`src/rtl/clk_meter.sv`:
```
// clk_meter: synchronizes a slow asynchronous square wave and measures its
// period and high time in clkin cycles, publishing each result with a valid pulse.
//------------------------------------------------------------------------------
// Module   : clk_meter
// Purpose  : period / high-time meter for a slow asynchronous input
// Revision : 1.0 - initial release
//------------------------------------------------------------------------------
`default_nettype none

module clk_meter #(
  parameter int CNT_W = 32
) (
  input  logic             clkin,
  input  logic             clr_n,
  input  logic             sig_in,
  output logic             rise,
  output logic             valid,
  output logic [CNT_W-1:0] period,
  output logic [CNT_W-1:0] high_time,
  output logic             ovf,
  output logic             locked
);

  localparam logic [CNT_W-1:0] MAX_CNT = '1;
  localparam logic [CNT_W-1:0] ONE_CNT = CNT_W'(1);

  typedef enum logic [1:0] {
    IDLE  = 2'd0,
    ARMED = 2'd1,
    STALL = 2'd2
  } state_t;

  state_t           state;
  logic             s1, s2, s3;
  logic [CNT_W-1:0] cnt, hcnt, hold;
  logic             r, f;
  logic             cnt_sat, hcnt_sat;

  assign r        = s2 & ~s3;
  assign f        = ~s2 & s3;
  assign cnt_sat  = (cnt == MAX_CNT);
  assign hcnt_sat = (hcnt == MAX_CNT);
  assign locked   = (state == ARMED);

  // Synchronizer and saturating cycle counters
  always_ff @(posedge clkin or negedge clr_n) begin
    if (!clr_n) begin
      s1   <= 1'b0;
      s2   <= 1'b0;
      s3   <= 1'b0;
      cnt  <= '0;
      hcnt <= '0;
      hold <= '0;
    end else begin
      s1 <= sig_in;
      s2 <= s1;
      s3 <= s2;

      if (r)
        cnt <= ONE_CNT;
      else if (!cnt_sat)
        cnt <= cnt + ONE_CNT;

      if (r)
        hcnt <= ONE_CNT;
      else if (s2 && !hcnt_sat)
        hcnt <= hcnt + ONE_CNT;

      // hold keeps the high time of the period now in progress until its end
      if (f)
        hold <= hcnt;
    end
  end

  // Measurement FSM with registered outputs
  always_ff @(posedge clkin or negedge clr_n) begin
    if (!clr_n) begin
      state     <= IDLE;
      rise      <= 1'b0;
      valid     <= 1'b0;
      period    <= '0;
      high_time <= '0;
      ovf       <= 1'b0;
    end else begin
      rise  <= r;
      valid <= 1'b0;
      case (state)
        IDLE: begin
          if (r)
            state <= ARMED;
        end
        ARMED: begin
          // An edge landing on the saturation cycle still publishes
          if (r) begin
            period    <= cnt;
            high_time <= hold;
            valid     <= 1'b1;
            if (cnt_sat)
              ovf <= 1'b1;
          end else if (cnt_sat) begin
            state <= STALL;
            ovf   <= 1'b1;
          end
        end
        STALL: begin
          if (r)
            state <= ARMED;
        end
        default: state <= IDLE;
      endcase
    end
  end

endmodule

`default_nettype wire

```
`config.mk`:
```
export PLATFORM = sky130hd
export DESIGN_NAME = clk_meter
export DESIGN_NICKNAME = d
export VERILOG_FILES = /design/src/rtl/clk_meter.sv
export SDC_FILE = /design/constraint.sdc
export NUM_CORES = 1
export LEC_CHECK = 0
export CORE_UTILIZATION = 45
export CTS_CLUSTER_SIZE = 20
export DETAILED_ROUTE_END_ITERATION = 8
export PLACE_DENSITY = 0.66
export SKIP_CTS_REPAIR_TIMING = 1
export SYNTH_ARGS = -nofsm -noshare
export SYNTH_HDL_FRONTEND = slang
export SYNTH_SLANG_ARGS = --single-unit
```
`constraint.sdc`:
```
create_clock -name clkin -period 2.65 [get_ports clkin]
set_input_delay 0.3975 -clock clkin [delete_from_list [all_inputs] [get_ports clkin]]
set_output_delay 0.3975 -clock clkin [all_outputs]
set_load 0.03 [all_outputs]
```
Word-level counts from Yosys, hierarchy flattened
Cells that the tools add are included.
Word-level totals
  bits in registers: 168
  bits of input ports: 3
  logic and storage cells: 44
Cells by class
  muxes and demuxes: 10
  reductions and logical operators: 8
  add/subtract/negate cells: 2
  equal/unequal tests: 8
  bitwise operators: 4
Operators with widths (count)
  $mux W32: 4
  $add A32 B1 Y32 const B: 2
  $eq A32 B32 Y1 const B: 2
  $mux W2: 3
  $ne A2 B1 Y1 const B: 2
  $ne A2 B2 Y1 const B: 2
  $pmux W2 S2: 1
  $reduce_and A2 Y1: 2
  $reduce_and A3 Y1: 1
  $and A1 B1 Y1: 2
  $eq A2 B1 Y1 const B: 1
  $eq A2 B2 Y1 const B: 1
  $logic_not A2 Y1: 1
  $mux W1: 2
  $not A1 Y1: 2
  $reduce_bool A2 Y1: 1
  $reduce_or A2 Y1: 1
  $logic_and A1 B1 Y1: 1
  $logic_not A1 Y1: 1

Logic depth before layout (Yosys ltp)
  word-level depth: 5
  depth in mapped cells: 8

Worst setup path after synthesis
OpenSTA, ideal clock, no wires.
  path kind: register to register
  from: register hcnt[8]
  to: register hcnt[25]
  stages on the path, launching flop included: 7
  setup slack: 275 ps
  required time: 2524 ps
  data arrival time: 2249 ps
  cell sequence: dfrtp_1 nand4_4 or4_4 or4_4 buf_6 and2_4 a221o_1
On the way
  word-level cells in the longest chain between the ends: 4
  elaborated cells between the ends (all ways): 7
RTL lines
  start: declaration: line 35  | logic [CNT_W-1:0] cnt, hcnt, hold;
  start signal: assignment: line 67  | hcnt <= hcnt + ONE_CNT;
  branches (longest 4 deep; another with $add A32 B1 Y32)
Several ways; the timed one is not identified. The select of a mux whose other input is x is not followed.
A chain may end at the register's enable or synchronous reset.

Worst setup path after layout
  from: register hcnt[8]
  to: register hcnt[27]
The elaborated chain is that of the path after synthesis.

==> flow_summary.yaml <==
worst_hold_path:
  hp-class: "register to register"
cts:
  cts_made_buffers: 17
  cts_buffer_depth: 2
  clkTransAtPathRegs_ns: 0.06
  clkSinkCount: 168
  clkLatencyLatePin_ns: 0.42
  cts_root_buffer: "clkbuf_16"
  htree_levels: 4
  cts_tree: "done"
timing:
  fin_setup_tns_ns: 0
  finClkSkew_ns: 0.00820
  setup_ws_ns: 0.115
  fin_crit_ns: 2.54
  rsz0062_at_grt: "no"
  slew_viol_final: 0
  slew_headroom_pct: 41.2
  worst_slew_pin_slew_ns: 0.868
  setup_viol: 0
  max_freq_ghz: 0.394
  final-hold-violation-count: 0
  finalCritPeriodShare_pct: 95.7
floorplan:
  core-area_mm2: 0.0166
  die_h_um: 132
  dieArea_mm2: 0.0175
  rows: 47
  io_pins: 71
  die_w_um: 132
  start_util_pct: 46.0
worst_setup_path:
  cp_slowest_cell: "or4_4"
  reg2reg_depth: 5
  arrival_ns: 2.84
  worst_path_most_repeated_cell: "or4_4"
  r2r_start: "hcnt[8]"
  cp-end-kind: "register"
  critPathMaxStageDelay_ns: 0.61
  criticalPathCategory: "register to register"
  r2r_slack_ns: 0.11
  crit_path_end: "hcnt[27]"
  cp-start-kind: "register"
  crit_path_start: "hcnt[8]"
  critPathRequiredTime_ns: 2.95
  reg2reg_to: "hcnt[27]"
  worst-path-max-fanout: 8
  path_cells: "nand4_4 -> or4_4 -> or4_4 -> and2_4 -> a221o_1"
global_routing:
  grt_max_degree: 65
  grt.overflow.total: 0
  antenna_found_initial: 0
  grt_pass1_wl_um: 28800
  grt_pass1_vias: 5666
  grt_use_total_pct: 20.9
place:
  portBuffers: 70
  dp_hpwl_um: 11800
  gp_congestion: 0.868
  dpl_worst_slack_ns: 0.156
power:
  p_switching_mw: 1.37
  switching_share_pct: 24.1
  power_per_cell_area_mw_per_mm2: 612
  p_leak_nw: 4.11
  combPwrFrac_pct: 9.0
  seqPwrFrac_pct: 48.8
  clock_power_share_pct: 42.2
  power.internal_mw: 4.31
  peakVddDrop_uv: 470
detailed_routing:
  drtIter0Drc: 440
  wl_per_cell_um: 17.4
  drc: 0
  vias: 5588
  ant_nets: 0
  vias_per_cell: 5.70
  drt_pre_antenna_iters: 4
  routed_wl_um: 17100
yosys:
  ys_ff_latch: 168
  yosys-top-cells-area: "dfrtp_1, mux2_2, nand2_1"
  yosys.area.top_type: "dfrtp_1"
  synth_flop_cell: "dfrtp_1"
  synth_cell_types: 56
  ys_top_cells_by_count: "dfrtp_1, mux2_2, nand2_1"
  syn_nets: 674
  yosysSeqAreaShare_pct: 55.1
  async_reset_ff_share_pct: 100
  yosysTopAreaCellShare_pct: 55.1
  synth.most_common_cell: "dfrtp_1"
  syn-mean-instance-area_um2: 11.4
  syn_inst: 669
  synth_edf_count: 0
  yosys_warnings: 0
  syn-cell-area_mm2: 0.00763
layout:
  antenna_cells: 0
  layout.nets: 754
  layout-drive-gt1-share_pct: 21.1
  synthToLayoutAreaGrowth_pct: 21.6
status:
  outcome: "finished, final reports clean"
job:
  maxCapViolations: 0
==> cells in the final DEF (no fill, tap or decap), types with 4 or more instances in the layout <==
cell and n:
inv_1 10, and3_1 16, a31oi_1 12, clkbuf_1 4, dfrtp_1 168, nand4_1 20, and2_1 6, buf_12 4
buf_4 22, clkbuf_16 17, o21ai_0 31, nor4_1 8, mux2i_1 5, nor2_1 15, nand2_1 49, o211ai_1 11
or3_1 19, or4_1 18, mux2_2 92, o31ai_1 10, nand2b_1 12, clkdlybuf4s50_1 69, a221o_1 4, nor3_1 11
and4_1 8, nand3_1 33, a21oi_1 31
==> state kept, by name (all words and copies together), names as in the netlist <==
name and flops:
cnt 32, period 32, rise 1, s2 1, high_time 32, hold 32
state 2, valid 1, ovf 1, hcnt 32, s1 1, s3 1
==> kinds of logic after synthesis <==
| kind of cell | Yosys count | synth area share, % |
|---|---|---|
| fa+ha+maj | 2 | 0.328 |
| simple gates | 230 | 17.3 |
| xor+xnor | 2 | 0.230 |
| buf+inv | 47 | 2.49 |
| mux | 97 | 14.2 |
| compound gates | 123 | 10.4 |
| flops | 168 | 55.1 |
==> cell type report <==
class | count | area (um^2)
Inverter | 11 | 41.3
Sequential cell | 168 | 4200
Clock inverter | 7 | 95.1
Tap cell | 220 | 275
Multi-Input combinational cell | 454 | 3240
Fill cell | 1427 | 7300
Clock buffer | 23 | 468
Timing Repair Buffer | 97 | 957
==> layer usage <==
| layer | vias up | GRT usage [%] | share of wire, % |
|---|---|---|---|
| li1 | 2669 | - | - |
| met3 | 14 | 4.31 | 3.0 |
| met1 | 2810 | 27.4 | 46 |
| met4 | 0 | 6.45 | 1.1 |
| met5 | - | 0 | 0 |
| met2 | 95 | 34.9 | 50 |
==> power by group through the flow <==
stage | Clock [mW] | Combinational [mW] | Sequential (mW)
finish | 2.40 | 0.510 | 2.77
global route | 2.56 | 0.553 | 2.79
CTS | 2.46 | 0.519 | 2.77
floorplan | 0 | 0.218 | 2.87
detailed placement | 0 | 0.518 | 2.82
global placement | 0 | 0.509 | 2.82
==> metrics by stage <==
| stage | hold slack (ns) | utilization, % | area [um^2] | instances | power, mW |
|---|---|---|---|---|---|
| 2_1_floorplan | 0.102 | - | 7630 | 669 | 3.09 |
| 3_3_place_gp | 0.334 | 52.5 | 8710 | 949 | 3.33 |
| 3_5_place_dp | 0.338 | 52.5 | 8710 | 949 | 3.34 |
| 4_1_cts | -0.103 | 55.9 | 9270 | 979 | 5.75 |
| 5_1_grt | 0.364 | 56.0 | 9280 | 980 | 5.90 |
| 6_report | 0.350 | 56.0 | 9280 | 980 | 5.68 |
==> how the worst min path moves through the flow <==
stage	end	depth (start not counted)	start	slack, ns
floorplan	cnt[0]	0	clr_n	0.10
global placement	s2	0	s1	0.33
detailed placement	s2	0	s1	0.34
CTS	period[27]	1	clr_n	-0.10
global route	s2	0	s1	0.36
finish	s2	0	s1	0.35
==> critical path: cells and delay by family, from the launching register on <==
| family | cells | cell delay (ns) |
|---|---|---|
| AOI/OAI and AO/OA | 1 | 0.32 |
| DFF | 1 | 0.52 |
| and+or+nand+nor | 4 | 1.58 |
Power figures use the tool's default switching activity.
